`src/rtl/modport_alu_if.sv`:
```
// Bus bundle for modport_alu: operands/command from the driver side,
// registered result and flags back from the ALU.
interface modport_alu_if #(
   parameter int unsigned WIDTH = 8
);
   logic [WIDTH-1:0] opa;
   logic [WIDTH-1:0] opb;
   logic [3:0]       cmd;
   logic             ce;
   logic [1:0]       inp_valid;
   logic             mode;
   logic             cin;
   logic [WIDTH+1:0] res;
   logic             oflow;
   logic             cout;
   logic             g;
   logic             l;
   logic             e;
   logic             err;

   modport master (
      output opa, opb, cmd, ce, inp_valid, mode, cin,
      input  res, oflow, cout, g, l, e, err
   );

   modport slave (
      input  opa, opb, cmd, ce, inp_valid, mode, cin,
      output res, oflow, cout, g, l, e, err
   );
endinterface

```
`src/rtl/modport_alu.sv`:
```
// Registered two-operand ALU with arithmetic/logical command sets,
// per-operand valid qualification and one-cycle output latency.
module modport_alu #(
   parameter int unsigned WIDTH = 8
) (
   input logic          clk,
   input logic          reset,
   modport_alu_if.slave bus
);
   localparam int unsigned SW = $clog2(WIDTH);

   typedef enum logic [3:0] {
      A_ADD     = 4'd0,
      A_SUB     = 4'd1,
      A_ADD_CIN = 4'd2,
      A_SUB_CIN = 4'd3,
      A_INC_A   = 4'd4,
      A_DEC_A   = 4'd5,
      A_INC_B   = 4'd6,
      A_DEC_B   = 4'd7,
      A_CMP     = 4'd8
   } arith_cmd_e;

   typedef enum logic [3:0] {
      L_AND  = 4'd0,
      L_NAND = 4'd1,
      L_OR   = 4'd2,
      L_NOR  = 4'd3,
      L_XOR  = 4'd4,
      L_XNOR = 4'd5,
      L_NOTA = 4'd6,
      L_NOTB = 4'd7,
      L_SHRA = 4'd8,
      L_SHLA = 4'd9,
      L_SHRB = 4'd10,
      L_SHLB = 4'd11,
      L_ROL  = 4'd12,
      L_ROR  = 4'd13
   } logic_cmd_e;

   logic [WIDTH+1:0] res_q, res_d;
   logic             oflow_q, oflow_d;
   logic             cout_q, cout_d;
   logic             g_q, g_d;
   logic             l_q, l_d;
   logic             e_q, e_d;
   logic             err_q, err_d;

   logic [WIDTH:0]     ext_a, ext_b, ext_cin, wide;
   logic [WIDTH-1:0]   lres;
   logic [2*WIDTH-1:0] rot_l, rot_r;
   logic [SW-1:0]      sh;
   logic               rot_hi;
   logic               need_a, need_b, cmd_ok, carry_op, borrow_op, cmp_op;

   always_comb begin
      res_d     = '0;
      oflow_d   = 1'b0;
      cout_d    = 1'b0;
      g_d       = 1'b0;
      l_d       = 1'b0;
      e_d       = 1'b0;
      err_d     = 1'b0;
      need_a    = 1'b0;
      need_b    = 1'b0;
      cmd_ok    = 1'b1;
      carry_op  = 1'b0;
      borrow_op = 1'b0;
      cmp_op    = 1'b0;
      wide      = '0;
      lres      = '0;

      ext_a   = {1'b0, bus.opa};
      ext_b   = {1'b0, bus.opb};
      ext_cin = {{WIDTH{1'b0}}, bus.cin};
      sh      = bus.opb[SW-1:0];
      rot_l   = {bus.opa, bus.opa} << sh;
      rot_r   = {bus.opa, bus.opa} >> sh;
      rot_hi  = (bus.opb >> SW) != '0;

      if (bus.mode) begin
         case (arith_cmd_e'(bus.cmd))
            A_ADD:     begin need_a = 1'b1; need_b = 1'b1; carry_op  = 1'b1; wide = ext_a + ext_b; end
            A_SUB:     begin need_a = 1'b1; need_b = 1'b1; borrow_op = 1'b1; wide = ext_a - ext_b; end
            A_ADD_CIN: begin need_a = 1'b1; need_b = 1'b1; carry_op  = 1'b1; wide = ext_a + ext_b + ext_cin; end
            A_SUB_CIN: begin need_a = 1'b1; need_b = 1'b1; borrow_op = 1'b1; wide = ext_a - ext_b - ext_cin; end
            A_INC_A:   begin need_a = 1'b1; carry_op  = 1'b1; wide = ext_a + 1'b1; end
            A_DEC_A:   begin need_a = 1'b1; borrow_op = 1'b1; wide = ext_a - 1'b1; end
            A_INC_B:   begin need_b = 1'b1; carry_op  = 1'b1; wide = ext_b + 1'b1; end
            A_DEC_B:   begin need_b = 1'b1; borrow_op = 1'b1; wide = ext_b - 1'b1; end
            A_CMP:     begin need_a = 1'b1; need_b = 1'b1; cmp_op = 1'b1; end
            default:   cmd_ok = 1'b0;
         endcase
         // Bit WIDTH of the extended result is the carry for adds and the borrow for subtracts.
         if (carry_op) begin
            res_d  = {1'b0, wide};
            cout_d = wide[WIDTH];
         end
         if (borrow_op) begin
            res_d   = {2'b00, wide[WIDTH-1:0]};
            oflow_d = wide[WIDTH];
         end
         if (cmp_op) begin
            g_d = bus.opa > bus.opb;
            l_d = bus.opa < bus.opb;
            e_d = bus.opa == bus.opb;
         end
      end else begin
         case (logic_cmd_e'(bus.cmd))
            L_AND:   begin need_a = 1'b1; need_b = 1'b1; lres = bus.opa & bus.opb; end
            L_NAND:  begin need_a = 1'b1; need_b = 1'b1; lres = ~(bus.opa & bus.opb); end
            L_OR:    begin need_a = 1'b1; need_b = 1'b1; lres = bus.opa | bus.opb; end
            L_NOR:   begin need_a = 1'b1; need_b = 1'b1; lres = ~(bus.opa | bus.opb); end
            L_XOR:   begin need_a = 1'b1; need_b = 1'b1; lres = bus.opa ^ bus.opb; end
            L_XNOR:  begin need_a = 1'b1; need_b = 1'b1; lres = ~(bus.opa ^ bus.opb); end
            L_NOTA:  begin need_a = 1'b1; lres = ~bus.opa; end
            L_NOTB:  begin need_b = 1'b1; lres = ~bus.opb; end
            L_SHRA:  begin need_a = 1'b1; lres = bus.opa >> 1; end
            L_SHLA:  begin need_a = 1'b1; lres = bus.opa << 1; end
            L_SHRB:  begin need_b = 1'b1; lres = bus.opb >> 1; end
            L_SHLB:  begin need_b = 1'b1; lres = bus.opb << 1; end
            L_ROL:   begin need_a = 1'b1; need_b = 1'b1; lres = rot_l[2*WIDTH-1:WIDTH]; err_d = rot_hi; end
            L_ROR:   begin need_a = 1'b1; need_b = 1'b1; lres = rot_r[WIDTH-1:0]; err_d = rot_hi; end
            default: cmd_ok = 1'b0;
         endcase
         res_d = {2'b00, lres};
      end

      if (!cmd_ok || (need_a && !bus.inp_valid[0]) || (need_b && !bus.inp_valid[1])) begin
         res_d   = '0;
         oflow_d = 1'b0;
         cout_d  = 1'b0;
         g_d     = 1'b0;
         l_d     = 1'b0;
         e_d     = 1'b0;
         err_d   = 1'b1;
      end
   end

   always_ff @(posedge clk) begin
      if (reset) begin
         res_q   <= '0;
         oflow_q <= 1'b0;
         cout_q  <= 1'b0;
         g_q     <= 1'b0;
         l_q     <= 1'b0;
         e_q     <= 1'b0;
         err_q   <= 1'b0;
      end else if (bus.ce) begin
         res_q   <= res_d;
         oflow_q <= oflow_d;
         cout_q  <= cout_d;
         g_q     <= g_d;
         l_q     <= l_d;
         e_q     <= e_d;
         err_q   <= err_d;
      end
   end

   assign bus.res   = res_q;
   assign bus.oflow = oflow_q;
   assign bus.cout  = cout_q;
   assign bus.g     = g_q;
   assign bus.l     = l_q;
   assign bus.e     = e_q;
   assign bus.err   = err_q;
endmodule

```
`src/flat_wrapper.sv`:
```
// flat-port wrapper written by rule: the top's interface ports become plain ports
module modport_alu_flat 
#(
   parameter int unsigned WIDTH = 8
)
  (clk, reset, bus_opa, bus_opb, bus_cmd, bus_ce, bus_inp_valid, bus_mode, bus_cin, bus_res, bus_oflow, bus_cout, bus_g, bus_l, bus_e, bus_err);
  modport_alu_if #(.WIDTH(WIDTH)) bus_i ();
  input logic clk;
  input logic reset;
  input wire logic [$bits(bus_i.opa)-1:0] bus_opa;
  input wire logic [$bits(bus_i.opb)-1:0] bus_opb;
  input wire logic [$bits(bus_i.cmd)-1:0] bus_cmd;
  input wire logic [$bits(bus_i.ce)-1:0] bus_ce;
  input wire logic [$bits(bus_i.inp_valid)-1:0] bus_inp_valid;
  input wire logic [$bits(bus_i.mode)-1:0] bus_mode;
  input wire logic [$bits(bus_i.cin)-1:0] bus_cin;
  output wire logic [$bits(bus_i.res)-1:0] bus_res;
  output wire logic [$bits(bus_i.oflow)-1:0] bus_oflow;
  output wire logic [$bits(bus_i.cout)-1:0] bus_cout;
  output wire logic [$bits(bus_i.g)-1:0] bus_g;
  output wire logic [$bits(bus_i.l)-1:0] bus_l;
  output wire logic [$bits(bus_i.e)-1:0] bus_e;
  output wire logic [$bits(bus_i.err)-1:0] bus_err;
  assign bus_i.opa = bus_opa;
  assign bus_i.opb = bus_opb;
  assign bus_i.cmd = bus_cmd;
  assign bus_i.ce = bus_ce;
  assign bus_i.inp_valid = bus_inp_valid;
  assign bus_i.mode = bus_mode;
  assign bus_i.cin = bus_cin;
  assign bus_res = bus_i.res;
  assign bus_oflow = bus_i.oflow;
  assign bus_cout = bus_i.cout;
  assign bus_g = bus_i.g;
  assign bus_l = bus_i.l;
  assign bus_e = bus_i.e;
  assign bus_err = bus_i.err;
  modport_alu #(.WIDTH(WIDTH)) u_core (.clk(clk), .reset(reset), .bus(bus_i));
endmodule
```
`config.mk`:
```
export PLATFORM = sky130hd
export DESIGN_NAME = modport_alu_flat
export DESIGN_NICKNAME = d
export VERILOG_FILES = /design/src/rtl/modport_alu_if.sv /design/src/rtl/modport_alu.sv /design/src/flat_wrapper.sv
export SDC_FILE = /design/constraint.sdc
export NUM_CORES = 1
export LEC_CHECK = 0
export ABC_AREA = 1
export CORE_MARGIN = 1
export CORE_UTILIZATION = 54
export CTS_CLUSTER_SIZE = 40
export DETAILED_ROUTE_END_ITERATION = 8
export PLACE_DENSITY = 0.77
export REMOVE_ABC_BUFFERS = 1
export SLEW_MARGIN = 20
export SYNTH_ARGS = -nofsm -noshare
export SYNTH_HDL_FRONTEND = slang
export SYNTH_SLANG_ARGS = --single-unit
```
`constraint.sdc`:
```
create_clock -name clk -period 3.1 [get_ports clk]
set_clock_uncertainty 0.15 [all_clocks]
set_input_delay 0.31 -clock clk [delete_from_list [all_inputs] [get_ports clk]]
set_output_delay 0.31 -clock clk [all_outputs]
set_load 0.1 [all_outputs]
```
Word level (Yosys, flattened, before mapping)
Index checks and enable logic that the tools add are counted.

Multiplexer cells: 39. Shifts and indexed selects: 2. Equality and inequality tests: 14. Reductions and logical operators: 18. Bitwise logic cells: 8. Order comparisons: 2. $add $sub $neg: 8.

Operators with widths (number): 8-bit one-hot mux with 14 select lines (1); 9-bit one-hot mux with 8 select lines (1); 8-bit inverter (5); 9-bit 2-to-1 mux (4); 1-bit 2-to-1 mux (33); 4-bit == test (second input constant) (6); 11-bit OR reduction (2); 8-bit by 1-bit adder with 9-bit output (second input constant) (2); 8-bit by 1-bit subtractor with 9-bit output (second input constant) (2); 4-bit by 3-bit == test with 1-bit output (second input constant) (4); 16-bit by 3-bit << shifter with 16-bit output (1); 16-bit by 3-bit right shift with 8-bit output (1); 14-bit OR reduction (1); 7-bit OR reduction (2); 8-bit by 8-bit adder with 9-bit output (1); 9-bit by 1-bit adder with 9-bit output (1); 9-bit OR reduction (1); 8-bit by 8-bit subtractor with 9-bit output (1); 9-bit by 1-bit subtractor with 9-bit output (1); 8-bit AND (1); 4-bit by 2-bit == test with 1-bit output (second input constant) (2); 8-bit == test (1); 8-bit greater-than comparator (1); 8-bit less-than comparator (1); 10 further kinds (15).

Input bits: 27. Bits in registers: 16. Word-level logic and storage cells: 98. Output and inout bits: 16.

Depth between registers and ports, before layout
Depth after elaboration: 8. Mapped depth: 20. Depth with buffers taken out: 20.

Worst setup path before layout
Ideal clock, no wire load.

Path kind: input port to flip-flop. Start: input bus_cmd[0]. End: register u_core.res_q[6] (netlist: u_core.bus.res[6]). Data arrival time: 2.676 ns. Path slack: 0.141 ns. Cell stages on the path: 17. Data required time: 2.818 ns. Setup time: 0.132 ns. Buffers on the path: 1. Cell sequence: buf_2 -> nand2_1 -> nor2_1 -> ha_1 -> inv_1 -> a21oi_1 -> nand3b_1 -> nand3_1 -> nand2_1 -> nand2_1 -> nor2_1 -> nor2_1 -> nand3_1 -> nor2_1 -> nand2_1 -> nand3_1 -> a21oi_1.

Cells in the longest elaborated chain, start to end: 8. Elaborated cells on any way between the ends: 46. Those cells by class: 13 x eq/ne; 19 x mux; 14 x reduce/logical.

RTL lines: start, declared (RTL line flat_wrapper.sv:12) `input wire logic [$bits(bus_i.cmd)-1:0] bus_cmd;`; 4-bit by 2-bit == test with 1-bit output (tied with other cells) (RTL line modport_alu.sv:82, modport_alu.sv:109); 4-bit OR reduction (no source line) (tied with other cells); 1-bit 2-to-1 mux, on equally long branches (RTL line modport_alu.sv:82, modport_alu.sv:109); 1-bit 2-to-1 mux (RTL line modport_alu.sv:81) `if (bus.mode) begin`; 9-bit 2-to-1 mux (tied with other cells) (RTL line modport_alu.sv:95) `if (carry_op) begin`; 9-bit 2-to-1 mux or 1-bit logical OR (tied branches) (RTL line modport_alu.sv:99, modport_alu.sv:129); 9-bit 2-to-1 mux or 1-bit logical OR (tied branches) (RTL line modport_alu.sv:81, modport_alu.sv:129); 9-bit 2-to-1 mux (*) (RTL line modport_alu.sv:129) `if (!cmd_ok || (need_a && !bus.inp_valid[0]) || (need_b && !bus.inp_valid[1])) begin`; end signal, assigned (RTL line modport_alu.sv:150) `res_q <= res_d;`; end, declared (RTL line modport_alu.sv:41) `logic [WIDTH+1:0] res_q, res_d;`.

Every way passes the cells marked *; elsewhere a longest branch is shown, timed or not. The select of a mux whose other input is x is not followed. A chain may end at the register's enable or synchronous reset.

Worst setup path in the final report
Start: input bus_opa[2]. End: register u_core.res_q[8] (netlist: u_core.bus.res[8]).

Cells in the longest elaborated chain, start to end: 7. Elaborated cells on any way between the ends: 11. Those cells by class: 6 x add/sub; 5 x mux.

RTL lines: start, declared (RTL line flat_wrapper.sv:10) `input wire logic [$bits(bus_i.opa)-1:0] bus_opa;`; 8-bit by 8-bit subtractor with 9-bit output or 8-bit by 8-bit adder with 9-bit output (tied branches); 9-bit by 1-bit subtractor with 9-bit output or 9-bit by 1-bit adder with 9-bit output (tied branches) (RTL line modport_alu.sv:86, modport_alu.sv:85); 9-bit one-hot mux with 8 select lines (*) (RTL line modport_alu.sv:82) `case (arith_cmd_e'(bus.cmd))`; 9-bit 2-to-1 mux (*) (RTL line modport_alu.sv:95); 9-bit 2-to-1 mux (*) (RTL line modport_alu.sv:99) `if (borrow_op) begin`; 9-bit 2-to-1 mux (*) (RTL line modport_alu.sv:81); 9-bit 2-to-1 mux (*) (RTL line modport_alu.sv:129).

Every way passes the cells marked *; elsewhere a longest branch is shown, timed or not.

==> flow_summary.ini <==
[detailed_routing]
viasPerCell = 6.10
drt.antenna.violating_nets = 0
dr.pass1.iters = 8
drtIter0Drc = 604
wl_per_cell_um = 17.9
vias = 6251
drc = 0
drt-total-wl_um = 18300

[worst_setup_path]
crit_path_start = bus_opa[2]
worst-r2r-cell-count = 2
rr_startpoint = u_core.bus.res[2]$_SDFFE_PP0P_
endpoint_kind = register
critPathKind = input port to register
worst-path-max-fanout = 9
cp.required_ns = 3.12
worstPathArrival_ns = 2.98
startpoint_type = input port

[cts]
cts_tree = yes
cts_buffers = 3
htree_levels = 1
clockBufferDepth = 2
clk_pin_slew_ns = 0.06
root_buffer = clkbuf_8
cts.sinks = 15
clock_latency_ns = 0.24
ctsHoldBuffers = 0

[floorplanning]
fp.coreArea_sq_um = 7770
die_w_um = 92.0
floorplan.initialDensity_pct = 56.3
row_count = 32
ios = 43
die_area_sq_um = 8460
fp.dieH_um = 92.0

[min_path]
hp-class = register to register
hp-start = u_core.bus.e$_SDFFE_PP0P_
whs_path_depth = 2

[timing]
layout_min_cycle_time_ns = 2.96
maxSlewViolCount = 0
setup_viol = 0
worst_slack_ns = 0.140
max_freq_ghz = 0.338
rsz0062_at_grt = no
fin_crit_sh_pct = 95.5
tns_ns = 0
slew_headroom_pct = 66.7
hold_viol = 0
worstMarginPinSlew_ns = 0.486

[synthesis]
ys_types = 42
synth_async_sr_flop_share_pct = 0
synth.avg_cell_area_sq_um = 5.47
synth_top_family_by_area = simple AND/OR/NAND/NOR gates
synthXorXnorAreaFrac_pct = 0.601
yosysWarnings = 0
ys_seq_elements = 15
synth_simple_gate_area_share_pct = 43.4
synth-edff-count = 0
synth_compound_area_share_pct = 21.2
synth.yosys.seq_area_share_pct = 6.87
synthFlopType = dfxtp_1
netlist_area_sq_um = 4370
synthAdderAreaFrac_pct = 16.1
synth_cells = 800
synth.mux.area_fraction_pct = 0

[power]
p_leak_nw = 2.93
worst_ir_drop_vdd_v = 0.000141
fin_total_pwr_mw = 1.24
powerDensity_nw_per_um2 = 221

[outcome]
outcome = completed

[place]
placed_cell_area_sq_um = 5530
dp_hpwl_um = 15100
portBuffers = 41
gp_congestion = 1.11
placed_cells = 1019
pre_cts_ws_ns = -0.120

[grt]
grt_use_total_pct = 44.0
grt_pass1_wl_um = 29200
overflow = 0
grt_max_degree = 22
antenna_found_initial = 0
grt_pass1_vias = 5851

[cells_and_area]
drive_gt1_share_pct = 16.9
layout.nets = 1004
areaGrowthSynthToFinish_pct = 28.6
diodes = 0
stdcell_count = 1024
fillerInstances = 683
finalInstanceArea_sq_um = 5630

[job]
maxCapViolations = 0
what timing repair did:
| action | 4_1_cts | 5_1_grt |
|---|---|---|
| buffers inserted | 0 | 0 |
| gates resized for setup | 0 | 21 |
| setup endpoints to repair | 0 | 7 |
| endpoints found under the hold margin | 0 | 0 |
worst paths after layout:
path / end / slack (ns)
worst max-delay path: u_core.bus.res[8]$_SDFFE_PP0P_ / 0.14
worst min-delay path: u_core.bus.e$_SDFFE_PP0P_ / 0.32
worst max register to register: u_core.bus.res[2]$_SDFFE_PP0P_ / 2.23
worst min register to register: u_core.bus.e$_SDFFE_PP0P_ / 0.32
cells in the mapped netlist (2+ instances only):
cell,number,area share [%]
nand2_1,254,22
inv_1,98,8.4
nand3_1,74,8.5
o21ai_0,56,6.4
nor2_1,55,4.7
a21oi_1,50,5.7
ha_1,50,14
nand4_1,28,4.0
dfxtp_1,15,6.9
nor2_2,13,1.9
o22ai_1,13,1.9
buf_2,9,1.0
clkbuf_1,9,0.77
o211ai_1,9,1.5
inv_2,6,0.51
o2111ai_1,6,1.2
a211oi_1,5,0.86
buf_4,5,0.86
nor3_1,5,0.57
o21a_1,5,0.86
fa_1,4,1.8
nand3b_1,3,0.51
nor4_1,3,0.43
a221oi_1,2,0.40
a22o_1,2,0.40
nor2_4,2,0.51
o21ai_1,2,0.23
o21bai_1,2,0.34
xnor2_1,2,0.40
through the flow:
step / utilization [%] / hold slack [ns]
2_1_floorplan: - / 0.229
3_3_place_gp: 71.1 / 0.306
3_5_place_dp: 71.1 / 0.309
4_1_cts: 71.7 / 0.318
5_1_grt: 72.4 / 0.337
6_report: 72.4 / 0.318
power breakdown:
part,total (mW),internal (mW),leakage [nW],switching (mW)
clock network,0.159,0.0910,0.0228,0.0675
logic,0.882,0.321,2.78,0.561
registers,0.202,0.198,0.121,0.00343
final cells by class:
| class | instances | area [sq um] | area share [%] |
|---|---|---|---|
| Timing Repair Buffer | 141 | 1160 | 20.6 |
| Multi-Input combinational cell | 657 | 3600 | 64.0 |
| Clock buffer | 4 | 45.0 | 0.801 |
| Sequential cell | 15 | 300 | 5.34 |
| Inverter | 105 | 394 | 7.01 |
| Tap cell | 102 | 128 | 2.27 |
sequential cells by signal, indices dropped and copies added, names as in the netlist:
register	count
u_core.bus.res	9
u_core.bus.cout	1
u_core.bus.oflow	1
u_core.bus.err	1
u_core.bus.e	1
u_core.bus.g	1
u_core.bus.l	1
metal layers:
metal | wire length (um) | global-route usage (%) | vias up
li1 | - | - | 2931
met1 | 7190 | 55.3 | 2772
met2 | 8050 | 71.9 | 447
met3 | 2090 | 7.88 | 101
met4 | 995 | 21.6 | 0
met5 | 0 | 0 | -
cells in the final DEF, fill, tap and decap left out, types with 3 or more instances in the layout:
cell type / count
clkbuf_8: 3
nand2_1: 254
dlymetal6s2s_1: 3
clkdlybuf4s50_1: 23
fa_1: 3
a211oi_1: 5
o21a_1: 5
o21ai_1: 3
dfxtp_1: 15
nor2_1: 48
o21ai_0: 55
o2111ai_1: 6
inv_2: 8
nand4_1: 28
nor2_4: 3
nor4_1: 3
o22ai_1: 13
inv_1: 97
nand3_1: 73
buf_4: 111
o211ai_1: 9
ha_1: 48
nor2_2: 19
a21oi_1: 49
nor3_1: 5
nand3b_1: 3
cell families after synthesis:
kind of cell | count (synthesis)
simple gates | 440
compound gates | 159
buf+inv | 128
fa+ha+maj | 54
flops | 15
xor+xnor | 3
other cells | 1
critical path, cell delays in order:
cell and delay, ns:
clkdlybuf4s50_1 0.52, inv_1 0.11, ha_1 0.35, buf_4 0.20, nand2_1 0.09, nand2_1 0.08, nand2_1 0.10, nand3_1 0.11
nand2_1 0.07, nand2_1 0.14, nor2_1 0.20, nand3_1 0.10, nand3_1 0.09, nand3_1 0.11, nand4_1 0.14, nand2_1 0.10
a21oi_1 0.16
No activity file was read; power rests on OpenSTA's default activity.
